File: src/rtl/gamepad_poll_ctrl.sv
// gamepad_poll_ctrl: latches and clocks a SNES-style serial pad, publishing an active-high snapshot per poll
module gamepad_poll_ctrl #(
  parameter int LATCH_CYCLES = 300,
  parameter int HALF_CYCLES  = 150,
  parameter int NUM_BITS     = 12
) (
  input  logic                clk,
  input  logic                reset,
  input  logic                start,
  input  logic                pad_data,
  output logic                pad_latch,
  output logic                pad_clk,
  output logic                busy,
  output logic                data_valid,
  output logic [NUM_BITS-1:0] buttons,
  output logic                present
);
  localparam int CW = $clog2(LATCH_CYCLES > HALF_CYCLES ? LATCH_CYCLES : HALF_CYCLES) + 1;
  localparam int BW = $clog2(NUM_BITS + 1);
  typedef enum logic [2:0] {IDLE, LATCH, HOLD, LOW, HIGH, DONE} state_e;
  state_e              state_q, state_d;
  logic [CW-1:0]       cnt_q, cnt_d;
  logic [BW-1:0]       bit_cnt_q, bit_cnt_d;
  logic [NUM_BITS-1:0] shift_q, shift_d, buttons_q, buttons_d;
  logic [NUM_BITS:0]   shift_w;
  logic [1:0]          sync_q;
  logic                pad_latch_q, pad_latch_d, pad_clk_q, pad_clk_d, busy_q, busy_d;
  logic                dv_q, dv_d, present_q, present_d;
  logic                lat_end, half_end, sample, last_bit;
  assign lat_end  = cnt_q == CW'(LATCH_CYCLES - 1);
  assign half_end = cnt_q == CW'(HALF_CYCLES - 1);
  assign sample   = (state_q == HOLD || state_q == HIGH) && half_end;
  assign last_bit = state_q == HOLD ? NUM_BITS == 1 : bit_cnt_q == BW'(NUM_BITS - 1);
  assign shift_w  = {shift_q, sync_q[1]};
  always_ff @(posedge clk or posedge reset)
    if (reset) begin
      state_q     <= IDLE;
      cnt_q       <= '0;
      bit_cnt_q   <= '0;
      shift_q     <= '1;
      buttons_q   <= '0;
      sync_q      <= 2'b11;
      pad_latch_q <= 1'b0;
      pad_clk_q   <= 1'b1;
      busy_q      <= 1'b0;
      dv_q        <= 1'b0;
      present_q   <= 1'b0;
    end else begin
      state_q     <= state_d;
      cnt_q       <= cnt_d;
      bit_cnt_q   <= bit_cnt_d;
      shift_q     <= shift_d;
      buttons_q   <= buttons_d;
      sync_q      <= {sync_q[0], pad_data};
      pad_latch_q <= pad_latch_d;
      pad_clk_q   <= pad_clk_d;
      busy_q      <= busy_d;
      dv_q        <= dv_d;
      present_q   <= present_d;
    end
  always_comb begin
    state_d = state_q;
    unique case (state_q)
      IDLE:       state_d = start ? LATCH : IDLE;
      LATCH:      state_d = lat_end ? HOLD : LATCH;
      HOLD, HIGH: state_d = !half_end ? state_q : last_bit ? DONE : LOW;
      LOW:        state_d = half_end ? HIGH : LOW;
      default:    state_d = IDLE;
    endcase
  end
  // Outputs are registered copies of the next state, so pad pins never glitch.
  always_comb begin
    cnt_d       = (state_d != state_q || state_q == IDLE) ? '0 : cnt_q + CW'(1);
    bit_cnt_d   = state_q == IDLE ? '0 : !sample ? bit_cnt_q : state_q == HOLD ? BW'(1) : bit_cnt_q + BW'(1);
    shift_d     = sample ? shift_w[NUM_BITS-1:0] : shift_q;
    pad_latch_d = state_d == LATCH;
    pad_clk_d   = state_d != LOW;
    busy_d      = state_d != IDLE;
    dv_d        = state_q == DONE;
    present_d   = dv_d ? shift_q != '1 : present_q;
    buttons_d   = dv_d ? ~shift_q : buttons_q;
  end
  assign pad_latch  = pad_latch_q;
  assign pad_clk    = pad_clk_q;
  assign busy       = busy_q;
  assign data_valid = dv_q;
  assign buttons    = buttons_q;
  assign present    = present_q;
endmodule

File: config.mk
export PLATFORM = sky130hd
export DESIGN_NAME = gamepad_poll_ctrl
export DESIGN_NICKNAME = d
export VERILOG_FILES = /design/src/rtl/gamepad_poll_ctrl.sv
export SDC_FILE = /design/constraint.sdc
export NUM_CORES = 1
export LEC_CHECK = 0
export BUFFER_PORTS_ARGS = -buffer_cell sky130_fd_sc_hd__buf_2
export CORE_ASPECT_RATIO = 1.4
export CORE_MARGIN = 10
export CORE_UTILIZATION = 55
export CTS_CLUSTER_SIZE = 10
export DETAILED_ROUTE_END_ITERATION = 10
export HOLD_SLACK_MARGIN = 0.1
export PLACE_DENSITY = 0.75
export SYNTH_ARGS = -nofsm -noshare
export SYNTH_HDL_FRONTEND = slang
export SYNTH_SLANG_ARGS = --single-unit
export TNS_END_PERCENT = 5
File: constraint.sdc
create_clock -name clk -period 2.2 [get_ports clk]
set_input_delay 0.33 -clock clk [delete_from_list [all_inputs] [get_ports clk]]
set_output_delay 0.33 -clock clk [all_outputs]
set_load 0.02 [all_outputs]
## Word level (Yosys, flattened, before mapping)

Cells that the tools add are included.

| operators by class | value |
|---|---|
| bitwise operators | 1 |
| equal/unequal tests | 12 |
| reduce and logical (&&, ||, !) cells | 7 |
| muxes and demuxes | 11 |
| add/sub/neg operators | 2 |

Operator list:

| operator | number |
|---|---|
| 4-bit two-way mux | 3 |
| 12-bit != test, second input constant | 1 |
| 12-bit NOT | 1 |
| 3-bit case mux with 4 select lines | 1 |
| 10-bit by 1-bit adder with 10-bit output, second input constant | 1 |
| 10-bit by 8-bit equality test with 1-bit output, second input constant | 1 |
| 10-bit by 9-bit equality test with 1-bit output, second input constant | 1 |
| 10-bit two-way mux | 1 |
| 3-bit two-way mux | 3 |
| 3-bit by 1-bit equality test with 1-bit output, second input constant | 2 |
| 3-bit by 2-bit equality test with 1-bit output, second input constant | 2 |
| 3-bit equality test, second input constant | 2 |
| 4-bit by 1-bit adder with 4-bit output, second input constant | 1 |
| 4-bit equality test, second input constant | 1 |
| 3-bit zero test | 1 |
| 3-bit by 2-bit != test with 1-bit output, second input constant | 1 |
| 3-bit != test | 1 |
| 3-bit nonzero test | 1 |
| 1-bit logical OR | 2 |
| 1-bit two-way mux | 2 |
| 2-bit two-way mux | 1 |
| 2-bit nonzero test | 1 |
| 2-bit OR reduction | 1 |
| 1-bit logical AND | 1 |

| word-level totals | value |
|---|---|
| flip-flop bits (word level) | 48 |
| word-level logic and storage cells | 44 |
| input port bits | 4 |
| output and inout port bits | 17 |

## Longest topological paths before layout

| depth | value |
|---|---|
| depth in word-level cells | 8 |
| gate-level depth with buffers | 7 |
| depth with buffers taken out | 6 |

## Least setup slack after synthesis

OpenSTA, ideal clock, no wires.

| timing | value |
|---|---|
| path type | register -> register |
| start | register cnt_q[1] |
| end | register shift_q[10] |
| period minus slack after synthesis | 1.825 ns |
| path buffers | 1 |
| data arrival time | 1.743 ns |
| library setup time | 0.082 ns |
| slack | 0.375 ns |
| stages on the path, launching flop included | 8 |
| path through | dfrtp_1 inv_1 ha_1 and4b_1 nand3_2 or3_4 buf_6 mux2_4 |

| between the ends | value |
|---|---|
| longest elaborated chain between the ends | 2 |

RTL lines:

| item | RTL line | RTL |
|---|---|---|
| start: declaration | 22 | `logic [CW-1:0] cnt_q, cnt_d;` |
| start signal: assignment | 50 | `cnt_q <= cnt_d;` |
| 10-bit by 8-bit equality test with 1-bit output | 31 | `assign half_end = cnt_q == CW'(HALF_CYCLES - 1);` |
| 1-bit logical AND | 32 | `assign sample = (state_q == HOLD \|\| state_q == HIGH) && half_end;` |
| end signal: assignment | 52 | `shift_q <= shift_d;` |
| end: declaration | 24 | `logic [NUM_BITS-1:0] shift_q, shift_d, buttons_q, buttons_d;` |

Every way passes these cells.
A chain may end at the register's enable or synchronous reset.

## Worst setup path after layout

| timing | value |
|---|---|
| start | register cnt_q[1] |
| end | register shift_q[6] |

Same word-level chain as after synthesis.

==> results.py <==
metrics = {
    "global_route": {
        "global_route.usage.met2_pct": 22.65,
        "globalRouteMet3Util_pct": 3.222,
        "global_route.usage.total_pct": 12.98,
        "grtUsageMet1_pct": 14.62,
        "grt_start_max_net_pins": 28,
        "antenna_violations_before_repair": 0,
        "grt_pass1_vias": 1531,
        "leftover_overflow_at_the_end_of_global_routing": 0,
        "grt_first_pass_wirelength_mm": 7.217,
        "grt-busiest-layer": "met2",
    },
    "synthesis": {
        "synth-seq-cells": 48,
        "ys_warn_count": 0,
        "synth_sequential_area_ratio_pct": 54.23,
        "avgSynthCellArea_sq_um": 11.14,
        "postSynthNetCount": 209,
        "synth.lib_cells_used.distinct": 47,
        "synthCells": 202,
        "async_set_or_reset_register_ratio_after_synthesis_pct": 100.0,
        "synth_edf_count": 0,
        "synthTopCellsByArea": "sky130_fd_sc_hd__dfrtp_1, sky130_fd_sc_hd__dfstp_2, sky130_fd_sc_hd__mux2_4",
        "synth_area_sq_um": 2250,
        "synth_largest_type_area_fraction_pct": 36.71,
        "synth_flop_cell": "sky130_fd_sc_hd__dfrtp_1",
        "yosys.area.top_type": "sky130_fd_sc_hd__dfrtp_1",
    },
    "floorplan": {
        "fp.dieH_um": 95.68,
        "core_area_sq_um": 3953,
        "rows": 27,
        "pin_count": 21,
        "die_x_um": 74.05,
        "initial_utilization_pct": 56.92,
        "die-area_sq_um": 7085,
    },
    "worst_setup_path": {
        "timing.critical_path.slowest_cell_delay_ps": 510,
        "cp_data_arrival_time_ps": 2130,
        "setup.worst_path.end_class": "flop",
        "crit_path_max_fanout": 12,
        "worst_path_bufs_invs": 1,
        "worst_path_max_delay_cell": "sky130_fd_sc_hd__or3_4",
        "critical_path_cell_list": "inv_1 -> ha_1 -> and4b_1 -> nand3_2 -> or3_4 -> mux2_4",
        "worstSetupStartpointType": "flop",
        "crit_path_kind": "flop to flop",
        "crit_required_ps": 2430,
        "crit_family": "simple AND/OR/NAND/NOR gates",
    },
    "route": {
        "detailroute.via_count": 1580,
        "avgRoutedWirePerCell_um": 16.06,
        "final_antenna_net_count": 0,
        "post_drt_via_cell_ratio": 5.852,
        "remaining_drc_errors": 0,
        "dr.pass1.iters": 4,
        "drt_first_iter_violations": 92,
        "detail_route.wirelength_mm": 4.337,
    },
    "place": {
        "io_buffers": 20,
        "place.detailed.hpwl_mm": 3.143,
        "finalWeightedCongestion": 0.8155,
    },
    "cts": {
        "holdBufCountCts": 1,
        "cts.repair_timing.setup_buffer_count": 0,
        "htree_num_levels": 2,
        "cts_inserted_buffers": 5,
        "clock_latency_ps": 300,
        "cts_resized": 0,
        "root_buffer": "sky130_fd_sc_hd__clkbuf_8",
        "tritoncts": "built",
        "cts_num_sinks": 48,
        "clk_pin_slew_ps": 80,
        "buffer_depth_of_the_longest_clock_path": 2,
    },
    "timing": {
        "timing.max_slew.rel_slack_pct": 56.01,
        "setup_viol": 0,
        "timing.final.crit_share_pct": 86.54,
        "grt_setup_unrepaired": "no",
        "min_clock_period_post_route_ps": 1904,
        "report.final.hold_viol_count": 0,
        "slew_violations": 0,
        "max_freq_mhz": 525.2,
        "final.setup_skew_ps": 11.13,
        "sum_neg_setup_slack_ps": 0,
        "worstMarginPinSlew_ps": 659.8,
    },
    "power": {
        "switchingPower_w": 0.0005337,
        "power-per-cell-area_nw_per_um2": 765.2,
        "switching_share_pct": 27.58,
        "seq_power_share_pct": 53.9,
        "power_frac_comb_pct": 12.7,
        "clock_power_share_pct": 33.4,
        "p_int_w": 0.001401,
        "p_leak_nw": 1.141,
        "vdd_ir_drop_max_v": 0.0006617,
    },
    "cells_and_area": {
        "final_net_count": 233,
        "drive_above_1_share_pct": 31.28,
        "utilization_pct": 63.98,
        "area_delta_synth_final_pct": 12.40,
        "n_antenna_cell": 0,
    },
    "min_path": {
        "hold_path_class": "input port to flop",
    },
    "job": {
        "maxCapViolCount": 0,
    },
    "outcome": {
        "outcome": "finished clean",
    },
}
[worst paths after layout]
path | startpoint | end | slack (ps) | depth (start not counted)
worst max-delay path | cnt_q[1]$_DFF_PP0_ | shift_q[6]$_DFFE_PP1P_ | 300 | 6
worst min-delay path | pad_data | sync_q[0]$_DFF_PP1_ | 130 | 1
worst min register to register | sync_q[0]$_DFF_PP1_ | sync_q[1]$_DFF_PP1_ | 360 | 0
max in group asynchronous | reset | sync_q[0]$_DFF_PP1_ | 1020 | 4
min in group asynchronous | reset | bit_cnt_q[0]$_DFFE_PP0P_ | 550 | 3
worst max register to register | cnt_q[1]$_DFF_PP0_ | shift_q[6]$_DFFE_PP1P_ | 300 | 6
[sequential cells by signal, summed over array words and instances, names as in the netlist]
register	flops
state_q	3
pad_clk	1
sync_q	2
bit_cnt_q	4
shift_q	12
pad_latch	1
buttons	12
busy	1
present	1
cnt_q	10
data_valid	1
[per-layer routing]
metal / wire, um / share of wire (%)
met2: 2301 / 53
met1: 1735 / 40
met4: 59 / 1.4
met5: 0 / 0
met3: 240 / 5.5
[power by group through the flow]
stage | sequential, W | combinational (W) | clock [W]
final | 0.00104 | 0.000246 | 0.000646
after global routing | 0.00106 | 0.000280 | 0.000691
after CTS | 0.00104 | 0.000250 | 0.000659
after global placement | 0.00105 | 0.000240 | 0
after floorplan | 0.00102 | 0.000213 | 0
after detailed placement | 0.00106 | 0.000246 | 0
[per-stage QoR]
stage          cells  power [W]  hold WS [ps]  setup slack, ps  instance area [sq um]
2_1_floorplan    202   0.001236         334.5            375.1                   2250
3_3_place_gp     261   0.001293         346.6            334.0                   2404
3_5_place_dp     261   0.001304         347.3            295.8                   2404
4_1_cts          270   0.001951         119.1            282.3                   2529
5_1_grt          270   0.002026         109.3            150.7                   2529
6_report         270   0.001935         125.2            296.1                   2529
[worst reg2reg max path, cell delays in order, from the launching register on]
cell and delay, ps:
sky130_fd_sc_hd__dfrtp_1 430, sky130_fd_sc_hd__inv_1 70, sky130_fd_sc_hd__ha_1 140, sky130_fd_sc_hd__and4b_1 230
sky130_fd_sc_hd__nand3_2 130, sky130_fd_sc_hd__or3_4 510, sky130_fd_sc_hd__mux2_4 330
[cell families after synthesis]
family / count (synthesis) / share of synthesized area (%)
AND/OR/NAND/NOR: 76 / 19.30
flip-flops: 48 / 54.23
buffers and inverters: 18 / 3.671
AO/OA/AOI/OAI: 35 / 9.567
XOR/XNOR: 10 / 3.893
adder cells (fa/ha/maj): 3 / 1.669
multiplexers: 12 / 7.675
[cells in the final DEF, fill, tap and decap left out, types with 5 or more instances in the layout]
cell type	instances
sky130_fd_sc_hd__nor4_1	8
sky130_fd_sc_hd__nand2_1	21
sky130_fd_sc_hd__dfrtp_1	33
sky130_fd_sc_hd__buf_2	20
sky130_fd_sc_hd__nand3_1	5
sky130_fd_sc_hd__nor2_1	7
sky130_fd_sc_hd__inv_1	5
sky130_fd_sc_hd__dfstp_2	15
sky130_fd_sc_hd__a21oi_1	7
sky130_fd_sc_hd__buf_4	8
sky130_fd_sc_hd__clkbuf_8	5
sky130_fd_sc_hd__xor2_1	5
sky130_fd_sc_hd__nand4_1	12
sky130_fd_sc_hd__mux2_4	10
sky130_fd_sc_hd__xnor2_1	5
sky130_fd_sc_hd__o21ai_0	17
[synthesized netlist by cell type, types with 6 or more instances]
cell / n
sky130_fd_sc_hd__o21ai_0: 17
sky130_fd_sc_hd__nor4_1: 8
sky130_fd_sc_hd__dfstp_2: 15
sky130_fd_sc_hd__inv_1: 6
sky130_fd_sc_hd__nand2_1: 21
sky130_fd_sc_hd__dfrtp_1: 33
sky130_fd_sc_hd__nand4_1: 12
sky130_fd_sc_hd__clkbuf_1: 7
sky130_fd_sc_hd__a21oi_1: 7
sky130_fd_sc_hd__nor2_1: 7
sky130_fd_sc_hd__mux2_4: 10
[layout make-up]
class                      instances  area [sq um]
fill                             313          1424
clock buffer                       5         68.82
timing repair buffer              29         170.2
multi-input combinational        136         947.2
sequential                        48          1220
clock inverter                     3         46.29
tap                               43         53.80
inverter                           6         22.52
Power figures use the tool's default switching activity.
